## config.mk

```make
export PLATFORM = sky130hd
export DESIGN_NAME = alu_arbiter_flat
export DESIGN_NICKNAME = d
export VERILOG_FILES = /design/src/rtl/alu_arbiter_if.sv /design/src/rtl/alu_arbiter.sv /design/src/flat_wrapper.sv
export SDC_FILE = /design/constraint.sdc
export NUM_CORES = 1
export LEC_CHECK = 0
export ABC_AREA = 1
export CORE_MARGIN = 4
export CORE_UTILIZATION = 42
export CTS_CLUSTER_DIAMETER = 80
export DETAILED_ROUTE_END_ITERATION = 8
export GPL_ROUTABILITY_DRIVEN = 0
export PLACE_DENSITY = 0.95
export SLEW_MARGIN = 10
export SYNTH_ARGS = -nofsm -noshare
export SYNTH_HDL_FRONTEND = slang
export SYNTH_SLANG_ARGS = --single-unit
```

## constraint.sdc

```tcl
create_clock -name clk -period 8.6 [get_ports clk]
set_clock_uncertainty 0.1 [all_clocks]
set_input_delay 1.72 -clock clk [delete_from_list [all_inputs] [get_ports clk]]
set_output_delay 1.72 -clock clk [all_outputs]
set_load 0.02 [all_outputs]
```

## src/rtl/alu_arbiter_if.sv

```systemverilog
// alu_arbiter_if: request/response bundle between two ALU clients and the
// alu_arbiter. The master modport is the requester side, slave is the arbiter.
interface alu_arbiter_if;
  logic        req0_valid;
  logic        req0_ready;
  logic [4:0]  req0_op;
  logic [31:0] req0_a;
  logic [31:0] req0_b;

  logic        req1_valid;
  logic        req1_ready;
  logic [4:0]  req1_op;
  logic [31:0] req1_a;
  logic [31:0] req1_b;

  logic        rsp0_valid;
  logic        rsp1_valid;
  logic [31:0] rsp_data;
  logic        rsp_err;

  modport master (
    output req0_valid, req0_op, req0_a, req0_b,
    output req1_valid, req1_op, req1_a, req1_b,
    input  req0_ready, req1_ready,
    input  rsp0_valid, rsp1_valid, rsp_data, rsp_err
  );

  modport slave (
    input  req0_valid, req0_op, req0_a, req0_b,
    input  req1_valid, req1_op, req1_a, req1_b,
    output req0_ready, req1_ready,
    output rsp0_valid, rsp1_valid, rsp_data, rsp_err
  );
endinterface

```

## src/rtl/alu_arbiter.sv

```systemverilog
// alu_arbiter: round-robin sequencer in front of the shared 32-bit
// combinational ALU. Grants one of two requesters, holds the operands on the
// ALU for 1 cycle (MULDIV_LAT cycles for MUL/DIV), registers the result and
// returns it with a one-cycle pulse on the winning port.
// Optional feature: define ALU_DIV0_CHK_EN to force a zero result and flag
// rsp_err for DIV with a zero divisor.
module alu_arbiter #(
  parameter int MULDIV_LAT = 4
) (
  input  logic        clk,
  input  logic        rst,
  alu_arbiter_if.slave bus,
  output logic [31:0] alu_in1,
  output logic [31:0] alu_in2,
  output logic [4:0]  alu_ctrl,
  input  logic [31:0] alu_out,
  output logic        busy
);

  localparam logic [4:0] OP_MUL = 5'd2;
  localparam logic [4:0] OP_DIV = 5'd3;
  localparam logic [3:0] LAT_MD = 4'(MULDIV_LAT);

  typedef enum logic [1:0] {IDLE, EXEC, DONE} state_t;

  state_t      state;
  logic        last_grant;
  logic        port_id;
  logic [3:0]  exec_cnt;
  logic        winner;
  logic        hs0;
  logic        hs1;
  logic [4:0]  sel_op;
  logic [31:0] sel_a;
  logic [31:0] sel_b;
  logic [31:0] capture_data;
  logic        capture_err;

  // Pick the winning port: a lone requester wins, a tie goes to the port not granted last
  always_comb begin
    if (bus.req0_valid && bus.req1_valid) begin
      winner = ~last_grant;
    end else begin
      winner = bus.req1_valid;
    end
  end

  assign bus.req0_ready = (state == IDLE) && bus.req0_valid && !winner;
  assign bus.req1_ready = (state == IDLE) && bus.req1_valid && winner;
  assign hs0 = bus.req0_valid && bus.req0_ready;
  assign hs1 = bus.req1_valid && bus.req1_ready;

  assign sel_op = hs1 ? bus.req1_op : bus.req0_op;
  assign sel_a  = hs1 ? bus.req1_a  : bus.req0_a;
  assign sel_b  = hs1 ? bus.req1_b  : bus.req0_b;

  // Qualify the ALU result before it is captured (divide-by-zero screening when enabled)
  always_comb begin
    capture_data = alu_out;
    capture_err  = 1'b0;
`ifdef ALU_DIV0_CHK_EN
    if ((alu_ctrl == OP_DIV) && (alu_in2 == 32'd0)) begin
      capture_data = 32'd0;
      capture_err  = 1'b1;
    end
`else
`endif
  end

  // Sequencer FSM: accept in IDLE, hold operands through EXEC, pulse the response in DONE
  always_ff @(posedge clk or posedge rst) begin
    if (rst) begin
      state          <= IDLE;
      last_grant     <= 1'b1;
      port_id        <= 1'b0;
      exec_cnt       <= 4'd0;
      alu_in1        <= 32'd0;
      alu_in2        <= 32'd0;
      alu_ctrl       <= 5'd0;
      busy           <= 1'b0;
      bus.rsp0_valid <= 1'b0;
      bus.rsp1_valid <= 1'b0;
      bus.rsp_data   <= 32'd0;
      bus.rsp_err    <= 1'b0;
    end else begin
      bus.rsp0_valid <= 1'b0;
      bus.rsp1_valid <= 1'b0;
      case (state)
        IDLE: begin
          if (hs0 || hs1) begin
            alu_ctrl   <= sel_op;
            alu_in1    <= sel_a;
            alu_in2    <= sel_b;
            port_id    <= hs1;
            last_grant <= hs1;
            exec_cnt   <= ((sel_op == OP_MUL) || (sel_op == OP_DIV)) ? LAT_MD : 4'd1;
            busy       <= 1'b1;
            state      <= EXEC;
          end
        end
        EXEC: begin
          exec_cnt <= exec_cnt - 4'd1;
          if (exec_cnt == 4'd1) begin
            bus.rsp_data   <= capture_data;
            bus.rsp_err    <= capture_err;
            bus.rsp0_valid <= ~port_id;
            bus.rsp1_valid <= port_id;
            state          <= DONE;
          end
        end
        DONE: begin
          busy  <= 1'b0;
          state <= IDLE;
        end
        default: begin
          busy  <= 1'b0;
          state <= IDLE;
        end
      endcase
    end
  end

endmodule

```

## src/flat_wrapper.sv

```systemverilog
// flat-port wrapper written by rule: the top's interface ports become plain ports
module alu_arbiter_flat 
#(
  parameter int MULDIV_LAT = 4
)
  (clk, rst, alu_in1, alu_in2, alu_ctrl, alu_out, busy, bus_req0_valid, bus_req0_op, bus_req0_a, bus_req0_b, bus_req1_valid, bus_req1_op, bus_req1_a, bus_req1_b, bus_req0_ready, bus_req1_ready, bus_rsp0_valid, bus_rsp1_valid, bus_rsp_data, bus_rsp_err);
  alu_arbiter_if bus_i ();
  input  logic clk;
  input  logic rst;
  output logic [31:0] alu_in1;
  output logic [31:0] alu_in2;
  output logic [4:0] alu_ctrl;
  input  logic [31:0] alu_out;
  output logic busy;
  input wire logic [$bits(bus_i.req0_valid)-1:0] bus_req0_valid;
  input wire logic [$bits(bus_i.req0_op)-1:0] bus_req0_op;
  input wire logic [$bits(bus_i.req0_a)-1:0] bus_req0_a;
  input wire logic [$bits(bus_i.req0_b)-1:0] bus_req0_b;
  input wire logic [$bits(bus_i.req1_valid)-1:0] bus_req1_valid;
  input wire logic [$bits(bus_i.req1_op)-1:0] bus_req1_op;
  input wire logic [$bits(bus_i.req1_a)-1:0] bus_req1_a;
  input wire logic [$bits(bus_i.req1_b)-1:0] bus_req1_b;
  output wire logic [$bits(bus_i.req0_ready)-1:0] bus_req0_ready;
  output wire logic [$bits(bus_i.req1_ready)-1:0] bus_req1_ready;
  output wire logic [$bits(bus_i.rsp0_valid)-1:0] bus_rsp0_valid;
  output wire logic [$bits(bus_i.rsp1_valid)-1:0] bus_rsp1_valid;
  output wire logic [$bits(bus_i.rsp_data)-1:0] bus_rsp_data;
  output wire logic [$bits(bus_i.rsp_err)-1:0] bus_rsp_err;
  assign bus_i.req0_valid = bus_req0_valid;
  assign bus_i.req0_op = bus_req0_op;
  assign bus_i.req0_a = bus_req0_a;
  assign bus_i.req0_b = bus_req0_b;
  assign bus_i.req1_valid = bus_req1_valid;
  assign bus_i.req1_op = bus_req1_op;
  assign bus_i.req1_a = bus_req1_a;
  assign bus_i.req1_b = bus_req1_b;
  assign bus_req0_ready = bus_i.req0_ready;
  assign bus_req1_ready = bus_i.req1_ready;
  assign bus_rsp0_valid = bus_i.rsp0_valid;
  assign bus_rsp1_valid = bus_i.rsp1_valid;
  assign bus_rsp_data = bus_i.rsp_data;
  assign bus_rsp_err = bus_i.rsp_err;
  alu_arbiter #(.MULDIV_LAT(MULDIV_LAT)) u_core (.clk(clk), .rst(rst), .bus(bus_i), .alu_in1(alu_in1), .alu_in2(alu_in2), .alu_ctrl(alu_ctrl), .alu_out(alu_out), .busy(busy));
endmodule
```

==> flow_summary.ini <==
[clock_tree]
insertion_delay_ps = 340
post_cts_buffers = 0
htree_levels = 3
cts.repair.resized = 0
cts_buffers = 9
cts_buffer_depth = 2
path_clk_slew_ps = 70
clock-root-buffer = clkbuf_16
ctsHoldBuffers = 0
tritoncts = yes
clock_sinks = 112

[setup_path]
crit_fanout = 3
critical_path_class = in -> out
critPathTopFamily = buffers and inverters
start_kind = input pin
required_ps = 6780
crit_slowest_cell = clkdlybuf4s50_1
arrival_ps = 3340
worstPathCellList = clkdlybuf4s50_1 -> inv_1 -> nor2_2 -> inv_1 -> a21oi_1 -> clkdlybuf4s50_1
critPathMaxStageDelay_ps = 620
ff2ff_setup_slack_ps = 5580
path_buf_inv = 4
critPathCaptureType = primary output

[synth]
syn-cell-area_um2 = 4970
synth_edf_count = 0
synth_compound_area_frac = 0.0957
synth_fp_nets = 756
yosys.area_share.simple = 0.263
synth_seq_cells = 112
avgSynthCellArea_um2 = 8.57
ys_seq_area_frac = 0.564
yosysMostFrequentCell = nand2_1
async_flop_share = 1.00
synth.area.top_cells = dfrtp_1 (56%), nand2_1 (19%), a31oi_1 (8.4%)
yosys-mux-area-fraction = 0
postSynthCellCount = 580
synth_top_area_cell = dfrtp_1
synth_common_cells = nand2_1 (246), dfrtp_1 (111), nor2_1 (72), a31oi_1 (67), inv_1 (14)
synth_top_family_by_area = simple AND/OR/NAND/NOR gates
synth.distinct_cells = 27
synth_xor_xnor_area_share = 0.00353
ys.flop_type = dfrtp_1
synth_top_area_frac = 0.559
yosys_warnings = 0
synthAdderAreaFrac = 0.00504

[global_route]
grt_start_max_net_pins = 99
grt_pass1_wl_um = 23900
grt.total_usage = 0.229
antenna_found_initial = 0
gr-total-overflow = 0
grt_pass1_vias = 4732

[timing]
post-route-period-util = 0.600
finalSetupTns_ps = 0
period_minus_slack_ps = 5160
max_freq_mhz = 194
rsz0062_at_grt = false
tightest_slew_ps = 922
slew_headroom = 0.386
hold_violations = 0
setup_viol = 0
holdWs_ps = 360
drv_slew = 0

[floorplan]
die-area_um2 = 13600
coreArea_um2 = 11500
dieHeight_um = 117
num_io_pins = 281
initial_utilization = 0.431
num_rows = 39
dieWidth_um = 117

[power_and_ir_drop]
power-per-cell-area_nw_per_um2 = 369
vdd_drop_max_uv = 251
p_leak_nw = 3.54

[finish]
area_growth_syn_to_layout_pct = 61.0
final_net_count = 1016
insertedDiodeCount = 0
drive_gt1_frac = 0.0414
n_fill_cell = 847
final_util = 0.694

[detailed_routing]
via_per_inst = 5.02
routed_wl_um = 16300
ant_nets = 0
drtPass1Iterations = 7
drt_iter0_markers = 478
drcViolationCount = 0
wire_per_inst_um = 16.5
via_count = 4960

[worst_hold_path]
hold_class = reg -> reg

[status]
status = finished, final reports clean

[placed_design]
place_hpwl_um = 12200
io_buffers = 279

[flow_run]
maxCapViolations = 0
[worst paths after layout]
check,startpoint,to,cells past startpoint
setup / recovery,bus_req0_valid,bus_req0_ready,6
hold / removal,u_core.port_id$_DFFE_PP0P_,u_core.bus.rsp0_valid$_DFF_PP0_,1
setup reg to reg,u_core.last_grant$_DFFE_PP1P_,u_core.alu_in2[8]$_DFFE_PP0P_,9
hold reg to reg,u_core.port_id$_DFFE_PP0P_,u_core.bus.rsp0_valid$_DFF_PP0_,1
max in group asynchronous,rst,u_core.alu_in2[24]$_DFFE_PP0P_,3
min in group asynchronous,rst,u_core.alu_in1[29]$_DFFE_PP0P_,2
[placed cells by master, fill, tap and decap left out, types with 2 or more instances in the layout]
cell             synthesis  routed
inv_1                   14      13
inv_2                    3       3
nor2_1                  72      72
nand2_2                  2       2
a21oi_1                  2       2
nand3_1                  4       4
nand4_1                  3       3
buf_4                    9       5
clkdlybuf4s50_1          0     279
inv_4                    1       2
o22ai_1                  2       2
clkbuf_16                0       9
clkbuf_8                 0       3
nor2_2                   3       3
o21ai_0                  5       5
a31oi_1                 67      67
ha_1                     2       2
dfrtp_1                111     111
clkinv_2                 0       3
nand2_1                246     246
[cell families after synthesis]
group                      Yosys count
other                                1
AOI/OAI and AO/OA                   77
DFF                                112
adders and majority gates            2
xor gates and xnor gates             2
buffers and inverters               53
and+or+nand+nor                    333
[per-stage QoR]
stage / instance area [µm²] / setup WS, ps / std cells / total power, mW
2_1_floorplan: 4970 / 3820 / 580 / 1.86
3_5_place_dp: 7710 / 3450 / 972 / 2.56
3_3_place_gp: 7710 / 3450 / 972 / 2.50
4_1_cts: 8000 / 3440 / 988 / 2.97
5_1_grt: 8000 / 3340 / 988 / 3.14
6_report: 8000 / 3440 / 988 / 2.95
[sequential cells by signal (all words and copies together), names as in the netlist]
name                   cells
u_core.state               2
u_core.bus.rsp_data       32
u_core.busy                1
u_core.exec_cnt            4
u_core.alu_in1            32
u_core.last_grant          1
u_core.port_id             1
u_core.alu_in2            32
u_core.alu_ctrl            5
u_core.bus.rsp1_valid      1
u_core.bus.rsp0_valid      1
[power breakdown]
group	switching, mW	internal (mW)	leakage [nW]	total, mW
Clock	0.188	0.219	0.145	0.407
Combinational	0.905	0.694	2.10	1.60
Sequential	0.146	0.795	1.29	0.942
[final cells by class]
class                   count  area [µm²]  share of cell area
clock buffers              13         270              0.0338
clock inverters             3        15.0             0.00188
inverters                  18        72.6             0.00907
multi-input cells         415        1830               0.228
flip-flops and latches    112        2800               0.351
well taps                 143         179              0.0224
repair buffers            284        2830               0.354
[metal layers]
metal / share of wire / global-route usage
met4: 0.027 / 0.0872
met5: 0 / 0
met2: 0.52 / 0.414
met1: 0.36 / 0.250
met3: 0.099 / 0.0741
(Power assumes the default switching activity.)
==> variant 1 (config.mk and constraints unchanged) <==
Build with the macro `ALU_DIV0_CHK_EN` defined.
--- a/src/rtl/alu_arbiter.sv
+++ b/src/rtl/alu_arbiter.sv
@@ -4,6 +4,8 @@
 // returns it with a one-cycle pulse on the winning port.
 // Optional feature: define ALU_DIV0_CHK_EN to force a zero result and flag
 // rsp_err for DIV with a zero divisor.
+`define ALU_DIV0_CHK_EN
+
 module alu_arbiter #(
   parameter int MULDIV_LAT = 4
 ) (
Behaviour: not the same (Yosys sat finds a counterexample within 10 cycles, from zero or initial values and one cycle with rst high).
==> variant 1 against the original RTL <==
Final area increased by 4.9%; die area increased by 2.9%; sequential cell count increased by 1; synthesized area increased by 3.2%; power increased by 8.6%; count of clock-buffer cells in the layout increased by 8; routed wire length increased by 4.7%; fmax decreased by 3.9%; critical path type unchanged; critical path depth decreased by 2; non-clock buffer count decreased by 1; setup slack got worse by 0.21 ns.
==> variant 1: results (changes against the original RTL) <==
| Metric | Value |
|---|---|
| Status | completed |
| Drt via density | 5.09 (+1.3%) |
| Vias in the first global route | 5246 (+11%) |
| Setup slack, reg-to-reg | 5.71 ns (+0.13 ns) |
| Leakage dissipation | 3.60 nW (+1.7%) |
| Buffers on Ports | 280 (+0.36%) |
| Later-pin clock latency in the skew report | 0.39 ns (+0.05 ns) |
| Actual slew at the worst max-slew pin | 1.09 ns (+0.172 ns) |
| Fillers | 932 (+10%) |
| Worst-path clk slew | 0.05 ns (-0.02 ns) |
| Initial DRC count | 353 (-26%) |
| Antenna cells | 0 (unchanged) |
| Root buffer cell | clkbuf_16 |
| Total GRT Usage | 23.9% (+0.93 points) |
| Nets@finish | 1052 (+3.5%) |
| Global-route wire length before repair | 26.8 mm (+12%) |
| Dpl cell area | 7900 um2 (+2.4%) |
| DR pass1 iterations | 5 (-2) |
| Ratio of cells with drive above 1 in the final layout | 4.63% (+0.49 points) |
| Drt wl/cell | 16.6 um (+0.14%) |
| Post-Layout Cell Count | 1033 (+4.6%) |
| Top cells by count, synth | nand2_1, dfrtp_1, nor2_1 |
| # H-tree levels | 4 (+1) |
| R2R Path End | u_core.bus.rsp_data[30] |
| Syn Nets | 788 (+4.2%) |
| Half-perimeter wire length after placement | 12.1 mm (-0.56%) |
| Fraction of registers with async set/reset | 100% (unchanged) |
| R2R depth | 8 (-1) |
| Avg Inst Size Synth | 8.38 um2 (-2.2%) |
| CP max FO | 69 (+66) |
| Inserted Clock Buffers | 17 (+8) |
| Netlist cell types | 28 (+3.7%) |
| Critical R2R Launch | u_core.exec_cnt[1] |
| IR drop worst, VDD | 0.208 mV (-17%) |
| Register area share after synthesis | 55.2% (-1.2 points) |
| Top cells by area, synth | dfrtp_1, nand2_1, nor2_1, o21ai_0, a21oi_1 |
-- variant 1: worst min path at each step --
stage | start | cells past startpoint | to | slack [ns]
floorplan | u_core.port_id | 1 | u_core.bus.rsp0_valid | 0.30
global placement | u_core.port_id | 1 | u_core.bus.rsp0_valid | 0.32
detailed placement | u_core.port_id | 1 | u_core.bus.rsp0_valid | 0.31
CTS | u_core.port_id | 1 | u_core.bus.rsp0_valid | 0.33
global route | u_core.port_id | 1 | u_core.bus.rsp0_valid | 0.38
finish | u_core.port_id | 1 | u_core.bus.rsp0_valid | 0.34
-- variant 1: final cells by class --
| class | instances | share of cell area [%] |
|---|---|---|
| sequential | 113 | 33.7 |
| timing repair buffer | 283 | 33.7 |
| multi-input combinational | 441 | 23.6 |
| clock buffer | 21 | 5.37 |
| tap | 147 | 2.19 |
| inverter | 20 | 0.925 |
| clock inverter | 8 | 0.507 |
-- variant 1: where the power goes --
| part | leakage, nW | total (mW) | switching (mW) | internal [mW] |
|---|---|---|---|---|
| Clock | 0.248 | 0.590 | 0.224 | 0.366 |
| Combinational | 2.02 | 1.63 | 0.917 | 0.713 |
| Sequential | 1.33 | 0.982 | 0.172 | 0.810 |
-- variant 1: cell families after synthesis --
group	synth area share, %
flip-flops	55.2
AO/OA/AOI/OAI	14.9
adder cells (fa/ha/maj)	0.488
AND/OR/NAND/NOR	23.1
buffers and inverters	6.27
-- variant 1: critical path: stages --
cell	delay, ns
clkdlybuf4s50_1	0.54
nand2_4	0.38
a21oi_1	0.27
clkdlybuf4s50_1	0.64
-- variant 1: metrics by stage --
stage | utilization [%] | worst slack, ns | power, mW
after floorplan | - | 3.79 | 1.88
after global placement | 66.0 | 3.23 | 2.57
after detailed placement | 66.0 | 3.23 | 2.62
after CTS | 70.1 | 3.22 | 3.23
after global routing | 70.1 | 3.13 | 3.41
final | 70.1 | 3.23 | 3.20
-- variant 1: per-layer routing --
metal	GRT usage [%]	wire (um)	up-vias
met1	26.2	6470	2479
met4	9.20	403	0
li1	-	-	2538
met5	0	0	-
met2	42.7	8860	212
met3	7.89	1370	26
==> variant 2 (config.mk and constraints unchanged) <==
Made on the original files. Re-encode `state_t` (3 states) as one-hot, 3 bits wide.
--- a/src/rtl/alu_arbiter.sv
+++ b/src/rtl/alu_arbiter.sv
@@ -21,7 +21,7 @@
   localparam logic [4:0] OP_DIV = 5'd3;
   localparam logic [3:0] LAT_MD = 4'(MULDIV_LAT);
 
-  typedef enum logic [1:0] {IDLE, EXEC, DONE} state_t;
+  typedef enum logic [2:0] {IDLE = 3'b001, EXEC = 3'b010, DONE = 3'b100} state_t;
 
   state_t      state;
   logic        last_grant;
Check against the original RTL: no difference found for any inputs over 10 cycles, from zero or initial values and one cycle with rst high; not proved beyond that.
==> variant 2 against the original RTL <==
Cell count grew 1.5%; largest cell class is now flip-flops and latches; sequential cell count grew 1; register-to-register slack worse by 0.40 ns; synthesized area fell by 1.2%; setup slack worse by 0.40 ns; largest power group unchanged; die area down 1.1%; via count rose by 3.3%; critical path depth shrank 1; routed wire length rose by 8.2%; power increased by 14%; final area increased by 4.8%.
==> variant 2: results (changes against the original RTL) <==
| Metric | Value |
|---|---|
| Synth Area in XOR/XNOR | 0.178% (-0.17 points) |
| Drt via density | 5.11 (+1.7%) |
| IR drop worst, VDD | 0.338 mV (+35%) |
| Inserted Clock Buffers | 17 (+8) |
| Total die area | 13500 um2 (-1.1%) |
| Top cells by count, synth | nand2_1, dfrtp_1, nor2_1 |
| Dpl cell area | 7710 um2 (about the same) |
| Met1 usage | 29.3% (+4.2 points) |
| Multi-input combinational area share | 21.8% (-1.0 points) |
| Final non-clock buffer share | 33.6% (-1.8 points) |
| Adder-Cell Fraction of Synth Area | 0.510% (+0.0059 points) |
| Post CTS Setup Buffer Count | 0 (unchanged) |
| Syn-to-layout area delta | 70.6% |
| Drt total wl | 17.7 mm (+8.2%) |
| Clock power frac | 23.6% (+9.8 points) |
| Largest net degree at the start of global routing | 74 (-25%) |
| Met3 wire length | 1.78 mm (+9.9%) |
| Combinational power share | 47.8% (-6.4 points) |
| Non-CTS buffers | 282 (-0.70%) |
| Nets@finish | 1023 (+0.69%) |
| ClkCell Share | 7.97% (+4.4 points) |
| Worst slew margin | 31.8% (-6.8 points) |
| Leakage dissipation | 3.73 nW (+5.4%) |
| Post-Route M1 WL | 6.42 mm (+9.8%) |
| Cell count after synthesis | 582 (+0.34%) |
| Net Switching | 1.32 mW (+6.4%) |
| Inverters | 15 (-3) |
| Drt wl/cell | 17.6 um (+6.5%) |
| Register area share after synthesis | 57.6% (+1.2 points) |
| Worst Path Arrival | 3.74 ns (+0.40 ns) |
| Met2 global-route usage | 43.1% (+1.7 points) |
| Fillers | 790 (-6.7%) |
| Total GRT Usage | 25.8% (+2.9 points) |
| Power Internal | 2.05 mW (+20%) |
| Met3 Usage GRT | 9.84% (+2.4 points) |
| Syn Nets | 758 (+0.26%) |
| Status | completed |
| # H-tree levels | 4 (+1) |
| Placed cells | 971 (-0.10%) |
| Setup WS pre-CTS | 3.03 ns (-0.422 ns) |
| Vias in the first global route | 5100 (+7.8%) |
| Seq area share | 33.8% (-1.3 points) |
| Met2 wire length | 8.89 mm (+5.6%) |
| Multi-In Gates | 418 (+0.72%) |
| DR pass1 iterations | 5 (-2) |
| Initial DRC count | 440 (-7.9%) |
| Global-route wire length before repair | 26.4 mm (+10%) |
| Netlist cell types | 25 (-7.4%) |
[variant 2: cells by family after synthesis]
group	count (synthesis)
and+or+nand+nor	338
buffers and inverters	51
xor gates and xnor gates	1
AOI/OAI and AO/OA	76
DFF	113
other	1
adders and majority gates	2
[variant 2: final timing paths]
check                                         endpoint  depth (start not counted)             from  slack, ns
worst max-delay path                    bus_req1_ready                          5   bus_req0_valid       3.04
worst min-delay path             u_core.bus.rsp0_valid                          1   u_core.port_id       0.34
worst max register to register      u_core.alu_in1[25]                          7  u_core.state[0]       5.18
worst min register to register   u_core.bus.rsp0_valid                          1   u_core.port_id       0.34
max in group asynchronous       u_core.bus.rsp_data[8]                          3              rst       5.49
min in group asynchronous            u_core.alu_in2[2]                          2              rst       1.67
[variant 2: critical path, stage by stage]
cell,delay (ns)
clkdlybuf4s50_1,0.47
a21oi_4,0.25
nand2_4,0.48
inv_2,0.19
clkdlybuf4s50_1,0.62
